**config.mk**
```make
export PLATFORM = sky130hd
export DESIGN_NAME = serial_subtractor_flat
export DESIGN_NICKNAME = d
export VERILOG_FILES = /design/src/rtl/serial_sub_pkg.sv /design/src/rtl/serial_subtractor_if.sv /design/src/rtl/serial_subtractor_full_subtractor.sv /design/src/rtl/serial_subtractor.sv /design/src/flat_wrapper.sv
export SDC_FILE = /design/constraint.sdc
export NUM_CORES = 1
export LEC_CHECK = 0
export CAP_MARGIN = 20
export CORE_ASPECT_RATIO = 1.4
export CORE_MARGIN = 2
export CORE_UTILIZATION = 39
export CTS_BUF_LIST = sky130_fd_sc_hd__clkbuf_16
export CTS_CLUSTER_DIAMETER = 40
export CTS_CLUSTER_SIZE = 8
export DETAILED_ROUTE_END_ITERATION = 8
export PLACE_DENSITY = 0.62
export SYNTH_ARGS = -nofsm -noshare
export SYNTH_HDL_FRONTEND = slang
export SYNTH_SLANG_ARGS = --single-unit
export TNS_END_PERCENT = 20
```
**constraint.sdc**
```tcl
create_clock -name clk -period 1.9 [get_ports clk]
set_clock_uncertainty 0.05 [all_clocks]
set_input_delay 0.38 -clock clk [delete_from_list [all_inputs] [get_ports clk]]
set_output_delay 0.38 -clock clk [all_outputs]
set_load 0.02 [all_outputs]
```
**src/rtl/serial_sub_pkg.sv**
```systemverilog
// Shared definitions for the bit-serial subtractor.
//   state_t   : FSM encoding (IDLE, SHIFT)
//   DEF_WIDTH : default operand/result width
//   cnt_w()   : bit-counter width for a given operand width
package serial_sub_pkg;

  typedef enum logic {IDLE = 1'b0, SHIFT = 1'b1} state_t;

  localparam int DEF_WIDTH = 8;

  // The counter only needs to reach WIDTH-1; WIDTH is at least 2, so this is >= 1.
  function automatic int cnt_w(input int w);
    return (w < 2) ? 1 : $clog2(w);
  endfunction

endpackage

```
**src/rtl/serial_subtractor_if.sv**
```systemverilog
// Request/result bundle for serial_subtractor.
//   start, a, b              : request (master -> slave)
//   busy, done, diff, borrow : status/result (slave -> master)
//   ovf                      : signed overflow, only with SERIAL_SUBTRACTOR_OVF_EN
interface serial_subtractor_if #(parameter int WIDTH = serial_sub_pkg::DEF_WIDTH);
  logic             start;
  logic [WIDTH-1:0] a;
  logic [WIDTH-1:0] b;
  logic             busy;
  logic             done;
  logic [WIDTH-1:0] diff;
  logic             borrow;
`ifdef SERIAL_SUBTRACTOR_OVF_EN
  logic             ovf;

  modport master (output start, a, b, input busy, done, diff, borrow, ovf);
  modport slave  (input start, a, b, output busy, done, diff, borrow, ovf);
`else
  modport master (output start, a, b, input busy, done, diff, borrow);
  modport slave  (input start, a, b, output busy, done, diff, borrow);
`endif
endinterface

```
**src/rtl/serial_subtractor_full_subtractor.sv**
```systemverilog
// One-bit full subtractor: d = x - y - bi, bo = borrow out.
// Built as two half-subtractor stages: (x - y), then (that - bi).
//   x, y, bi : minuend bit, subtrahend bit, borrow in
//   d, bo    : difference bit, borrow out
module full_subtractor (
  input  logic x,
  input  logic y,
  input  logic bi,
  output logic d,
  output logic bo
);
  logic d1, b1, b2;

  assign d1 = x ^ y;
  assign b1 = ~x & y;
  assign d  = d1 ^ bi;
  assign b2 = ~d1 & bi;
  assign bo = b1 | b2;
endmodule

```
**src/rtl/serial_subtractor.sv**
```systemverilog
// Bit-serial WIDTH-bit subtractor, LSB first, one bit per clock.
// Operands are captured on an accepted start (IDLE only); the result lands
// in diff/borrow with a one-cycle done strobe WIDTH edges later.
//   clk, rst_n : clock, async active-low reset
//   bus.slave  : start/a/b in; busy/done/diff/borrow out
// Optional: SERIAL_SUBTRACTOR_OVF_EN adds bus.ovf (signed overflow).
module serial_subtractor
  import serial_sub_pkg::*;
#(
  parameter int WIDTH = DEF_WIDTH
) (
  input  logic            clk,
  input  logic            rst_n,
  serial_subtractor_if.slave bus
);
  localparam int CW = cnt_w(WIDTH);

  state_t           state, state_nx;
  logic [WIDTH-1:0] a_sr, b_sr, r_sr;
  logic [CW-1:0]    cnt;
  logic             bi;
  logic             d, bo;
  logic             accept, last;

  full_subtractor u_fs (
    .x  (a_sr[0]),
    .y  (b_sr[0]),
    .bi (bi),
    .d  (d),
    .bo (bo)
  );

  always_comb begin
    state_nx = state;
    accept   = 1'b0;
    last     = 1'b0;
    case (state)
      IDLE: if (bus.start) begin
        accept   = 1'b1;
        state_nx = SHIFT;
      end
      SHIFT: if (cnt == CW'(WIDTH-1)) begin
        last     = 1'b1;
        state_nx = IDLE;
      end
      default: state_nx = IDLE;
    endcase
  end

  always_ff @(posedge clk or negedge rst_n) begin
    if (!rst_n) state <= IDLE;
    else        state <= state_nx;
  end

  assign bus.busy = (state == SHIFT);

  always_ff @(posedge clk or negedge rst_n) begin
    if (!rst_n) begin
      a_sr       <= '0;
      b_sr       <= '0;
      r_sr       <= '0;
      cnt        <= '0;
      bi         <= 1'b0;
      bus.done   <= 1'b0;
      bus.diff   <= '0;
      bus.borrow <= 1'b0;
    end else begin
      bus.done <= 1'b0;
      if (accept) begin
        a_sr <= bus.a;
        b_sr <= bus.b;
        cnt  <= '0;
        bi   <= 1'b0;
      end else if (state == SHIFT) begin
        a_sr <= a_sr >> 1;
        b_sr <= b_sr >> 1;
        r_sr <= {d, r_sr[WIDTH-1:1]};
        bi   <= bo;
        cnt  <= cnt + CW'(1);
        // Final bit goes straight to the output, not via r_sr.
        if (last) begin
          bus.diff   <= {d, r_sr[WIDTH-1:1]};
          bus.borrow <= bo;
          bus.done   <= 1'b1;
        end
      end
    end
  end

`ifdef SERIAL_SUBTRACTOR_OVF_EN
  // Operand sign bits are gone from the shift registers by completion.
  logic a_msb, b_msb;

  always_ff @(posedge clk or negedge rst_n) begin
    if (!rst_n) begin
      a_msb   <= 1'b0;
      b_msb   <= 1'b0;
      bus.ovf <= 1'b0;
    end else begin
      if (accept) begin
        a_msb <= bus.a[WIDTH-1];
        b_msb <= bus.b[WIDTH-1];
      end
      // d on the last cycle is the result MSB.
      if (last) bus.ovf <= (a_msb != b_msb) && (d != a_msb);
    end
  end
`endif

endmodule

```
**src/flat_wrapper.sv**
```systemverilog
// flat-port wrapper written by rule: the top's interface ports become plain ports
module serial_subtractor_flat import serial_sub_pkg::*;
#(
  parameter int WIDTH = DEF_WIDTH
)
  (clk, rst_n, bus_start, bus_a, bus_b, bus_busy, bus_done, bus_diff, bus_borrow);
  serial_subtractor_if #(.WIDTH(WIDTH)) bus_i ();
  input  logic clk;
  input  logic rst_n;
  input wire logic [$bits(bus_i.start)-1:0] bus_start;
  input wire logic [$bits(bus_i.a)-1:0] bus_a;
  input wire logic [$bits(bus_i.b)-1:0] bus_b;
  output wire logic [$bits(bus_i.busy)-1:0] bus_busy;
  output wire logic [$bits(bus_i.done)-1:0] bus_done;
  output wire logic [$bits(bus_i.diff)-1:0] bus_diff;
  output wire logic [$bits(bus_i.borrow)-1:0] bus_borrow;
  assign bus_i.start = bus_start;
  assign bus_i.a = bus_a;
  assign bus_i.b = bus_b;
  assign bus_busy = bus_i.busy;
  assign bus_done = bus_i.done;
  assign bus_diff = bus_i.diff;
  assign bus_borrow = bus_i.borrow;
  serial_subtractor #(.WIDTH(WIDTH)) u_core (.clk(clk), .rst_n(rst_n), .bus(bus_i));
endmodule
```
==> results of run 1 <==
## area by class of cell
| type | count | area share (%) |
|---|---|---|
| sequential | 38 | 45.02 |
| multi-input combinational | 72 | 30.04 |
| timing repair buffer | 32 | 15.17 |
| clock buffer | 5 | 5.924 |
| tap | 45 | 2.666 |
| inverter | 4 | 0.7109 |
| clock inverter | 2 | 0.4739 |
## worst max path at each step
stage	to	slack, ps	depth (start not counted)
final	bus_busy	220	1
after global routing	bus_busy	180	1
after CTS	bus_busy	210	1
after detailed placement	u_core.a_sr[6]	220	4
after global placement	u_core.a_sr[5]	260	4
after floorplan	u_core.bus.borrow	490	4
## cell families (layout without fill, tap and decap cells)
kind of cell    Yosys count  count (layout)
flops                    38              38
compound gates           18              18
buf+inv                  11              43
mux                      33              33
fa+ha+maj                 3               3
simple gates             18              18
## stage by stage
stage / area, µm² / instances / setup WS [ps] / util [%]
global placement: 1977 / 191 / 263.0 / 47.42
floorplan: 1669 / 121 / 491.0 / -
finish: 2112 / 198 / 220.8 / 50.66
global route: 2112 / 198 / 178.6 / 50.66
detailed placement: 1977 / 191 / 222.4 / 47.42
CTS: 2112 / 198 / 210.6 / 50.66
## synth_stat cells
| cell | instances |
|---|---|
| clkbuf_2 | 1 |
| nand2_8 | 1 |
| a22o_1 | 3 |
| inv_1 | 4 |
| a21oi_1 | 1 |
| o21ai_1 | 8 |
| dfrtp_1 | 38 |
| nor2_1 | 3 |
| buf_12 | 1 |
| ha_1 | 2 |
| nand2_1 | 14 |
| mux2_2 | 3 |
| o21ai_0 | 6 |
| buf_2 | 2 |
| mux2_4 | 14 |
| buf_6 | 3 |
| fa_1 | 1 |
| mux2i_1 | 16 |
## metal layers
layer	global-route usage, %	vias up
met5	0	-
met2	20.77	28
li1	-	474
met1	15.68	489
met3	4.459	7
met4	5.455	0
## sequential cells by signal, summed over array words and instances (netlist names)
| name | cells |
|---|---|
| u_core.cnt | 3 |
| u_core.bus.busy | 1 |
| u_core.bus.done | 1 |
| u_core.r_sr | 7 |
| u_core.bi | 1 |
| u_core.bus.diff | 8 |
| u_core.bus.borrow | 1 |
| u_core.b_sr | 8 |
| u_core.a_sr | 8 |
## power groups by stage
stage / registers (mW) / clock network (mW) / logic, mW
6_report: 1.37 / 0.763 / 1.36
3_3_place_gp: 1.37 / 0 / 1.33
4_1_cts: 1.38 / 0.785 / 1.38
3_5_place_dp: 1.39 / 0 / 1.38
5_1_grt: 1.42 / 0.826 / 1.50
2_1_floorplan: 1.48 / 0 / 0.890
==> out/metrics.csv, run 1 <==
metric,value,unit
setup_tns,0,ps
vias,998,
synth_top_area_share,56.97,%
p_comb_share,38.8,%
cts_tree,built,
crit_required,1470,ps
dieArea,4827,µm²
fmax,0.5955,GHz
synth_compound_area_share,6.072,%
crit_fanout,2,
antenna_cells,0,
worst_ir_drop_vdd,0.0007440,V
ys_ff_latch,38,
path_class,reg2out,
clk_pin_slew_worst_paths,60,ps
p_total,3.489,mW
slew_headroom,68.46,%
multi_input_area,634.4,µm²
seqPwrFrac,39.3,%
hold_slack,90.32,ps
io_pins,30,
critical-path-top-delay-family,buffers and inverters,
finalSetupViolCount,0,
p_sw_share,30.83,%
die_width,59.29,µm
dr_wl_met2,1267,µm
grt_max_degree,45,
yosysTopAreaCell,dfrtp_1,
crit_path_end_kind,output pin,
dp_hpwl,1811,µm
fp.dieH,81.41,µm
antenna_found_initial,0,
startpoint,u_core.bus.busy,
grt_util_all_layers,12.98,%
synth_xor_area_share,0,%
synthTopCellsByArea,"dfrtp_1 57%, mux2_4 13%, mux2i_1 9.6%",
r2r-start,u_core.cnt[0],
cp_data_arrival_time,1250,ps
tightest_slew,473.1,ps
io_buffers,29,
cp_cell_sequence,clkdlybuf4s50_1,
worstHoldPathType,in2async,
synth.cell_area,1669,µm²
rr_worst_depth,4,
postRouteAntennaNets,0,
start_kind,flop,
grt_pass1_wl,4726,µm
gp_congestion,0.6190,
dr.max_layer_used,met4,
max-clock-path-buffers,2,
avgViaCountPerCell,5.040,
drv_cap,0,
first_iter_violations,28,
fp.coreArea,4169,µm²
htree_num_levels,2,
post-route-period-util,88.38,%
syn_inst,121,
status,finished clean,
wl_per_cell,13.12,µm
p_per_area,1652,nW/µm²
wirelength,2597,µm
synthSimpleGateAreaFrac,5.022,%
rsz0062_at_grt,no,
cp_slowest_stage_delay,610,ps
synth_fa_ha_area_share,2.699,%
critPathSlowestCell,clkdlybuf4s50_1,
hold_viol,0,
ys_seq_area_share,56.97,%
cts.repair.resized,0,
rows,28,
grt_pass1_vias,1015,
p_switching,1.076,mW
slew_violations,0,
n_fill_cell,396,
synth.mux.area_fraction,24.21,%
final_cell_mix,"38 x dfrtp_1, 28 x clkdlybuf4s50_1, 16 x mux2i_1",
r2r-end,u_core.bus.diff[1],
clkSinkCount,38,
drive_gt1_share,18.95,%
first_pass_iters,2,
finalCriticalPeriod,1679,ps
synth_top_family_by_area,multiplexers,
cp_num_buf_inv,1,
grt-ovfl-total,0,
seq_area,950.9,µm²
r2r_slack,430,ps
clock_latency,270,ps
synth_nets,143,
cts_root_buffer,clkbuf_16,
ctsHoldBuffers,0,
cts_buffers,5,
yosys_warnings,0,
drc,0,
pwr-share-clk,21.9,%
nets,175,
area_growth,26.54,%
p_leak,1.016,nW
wl_met3,158,µm
p_int,2.414,mW
met1_length,1118,µm
initial_core_util,40.04,%
synth_cell_types,18,
post_cts_buffers,0,
final_common_cell,dfrtp_1,
synth.avg_cell_area,13.79,µm²
No activity file was read; power rests on OpenSTA's default activity.
==> run 2, diff against run 1 <==
clock period = 1.87 ns   (was 1.9 ns; I/O delays follow)
==> run 2 against run 1 <==
Against the previous run: the flow now finishes with violations (negative hold slack); sequential share of layout area fell by 0.32 points; clock power increased by 0.5%; count of clock-buffer cells in the layout is the same; critical path type unchanged.
==> out/metrics.csv, run 2 (synthesis gave the netlist of run 1 again) <==
metric,value,unit
status,"finished, violations left",
violations,negative hold slack,
antenna_cells,0,
grt-ovfl-total,0,
cts.repair.resized,0,
fmax,0.6048,GHz
hold_viol,19,
finalCriticalPeriod,1653,ps
io_pins,30,
drc,0,
grt_max_degree,45,
fp.coreArea,4169,µm²
crit_fanout,2,
p_per_area,1658,nW/µm²
wl_per_cell,12.63,µm
cp_cell_sequence,clkdlybuf4s50_1,
clk_pin_slew_worst_paths,50,ps
drive_gt1_share,18.18,%
nets,175,
final_util,51.02,%
rows,28,
grt_pass1_vias,1002,
pre_cts_slack,189.1,ps
hold_slack,-6.140,ps
critPathSlowestCell,clkdlybuf4s50_1,
grt_util_all_layers,12.48,%
critical-path-top-delay-family,buffers and inverters,
max-clock-path-buffers,2,
cts_tree,built,
area_growth,27.44,%
slew_violations,0,
vias,992,
dieArea,4827,µm²
slew_headroom,68.82,%
path_class,reg2out,
crit_required,1450,ps
finalSetupViolCount,0,
post-route-period-util,88.42,%
die_width,59.29,µm
first_iter_violations,15,
htree_num_levels,2,
final_cell_mix,"38 x dfrtp_1, 28 x clkdlybuf4s50_1, 16 x mux2i_1",
io_buffers,29,
ctsHoldBuffers,0,
antenna_found_initial,0,
first_pass_iters,2,
fin_ws,216.6,ps
clkSinkCount,38,
p_leak,1.024,nW
cp_data_arrival_time,1230,ps
rsz0062_at_grt,no,
dp_hpwl,1826,µm
tightest_slew,467.6,ps
reg_top3,"u_core.a_sr x8, u_core.b_sr x8, u_core.bus.diff x8",
wirelength,2514,µm
cp_slowest_stage_delay,600,ps
worst_ir_drop_vdd,0.0007105,V
setup_tns,0,ps
start_kind,flop,
final_common_cell,dfrtp_1,
grt_pass1_wl,4478,µm
worstHoldPathType,in2async,
post_cts_buffers,0,
cts_root_buffer,clkbuf_16,
postRouteAntennaNets,0,
drv_cap,0,
gp_congestion,0.6459,
avgViaCountPerCell,4.985,
clock_latency,270,ps
cts_buffers,5,
fp.dieH,81.41,µm
initial_core_util,40.04,%
cp_num_buf_inv,1,
crit_path_end_kind,output pin,
[run 2: cell types whose count changed in the layout (fill, tap and decap cells not counted)]
cell and delta:
buf_12 +1, buf_4 -1, clkinv_1 +1, clkinv_2 -1, inv_1 +1
[run 2: per-layer routing]
layer | wire length, µm | global-route usage (%)
met5 | 0 | 0
met4 | 65 | 6.818
met3 | 128 | 3.981
met2 | 1238 | 19.67
met1 | 1081 | 14.87
[run 2: worst paths after layout]
kind,from,endpoint,slack (ps),cells past startpoint
worst max-delay path,u_core.bus.diff[7],bus_diff[7],220,1
worst min-delay path,rst_n,u_core.bus.done,-6,1
worst max register to register,u_core.cnt[0],u_core.bus.diff[2],400,4
worst min register to register,u_core.a_sr[1],u_core.a_sr[0],420,2
max in group asynchronous,rst_n,u_core.a_sr[7],1320,2
min in group clk,u_core.a_sr[1],u_core.a_sr[0],420,2
[run 2: per-stage QoR]
stage / area [µm²] / std cells / total power, mW
6_report: 2127 / 199 / 3.527
5_1_grt: 2127 / 199 / 3.777
4_1_cts: 2127 / 199 / 3.582
2_1_floorplan: 1669 / 121 / 2.406
3_5_place_dp: 1989 / 191 / 2.801
3_3_place_gp: 1989 / 191 / 2.755
[run 2: area by class of cell]
| type | instances | area, µm² |
|---|---|---|
| Tap cell | 45 | 56.30 |
| Clock inverter | 3 | 12.51 |
| Timing Repair Buffer | 32 | 332.8 |
| Fill cell | 360 | 2042 |
| Clock buffer | 5 | 125.1 |
| Inverter | 4 | 15.01 |
| Sequential cell | 38 | 950.9 |
| Multi-Input combinational cell | 72 | 634.4 |
[run 2: where the power goes]
group	switching (mW)	total [mW]	internal, mW
registers	0.204	1.39	1.19
clock network	0.286	0.767	0.480
logic	0.583	1.37	0.785
total	1.07	3.53	2.45
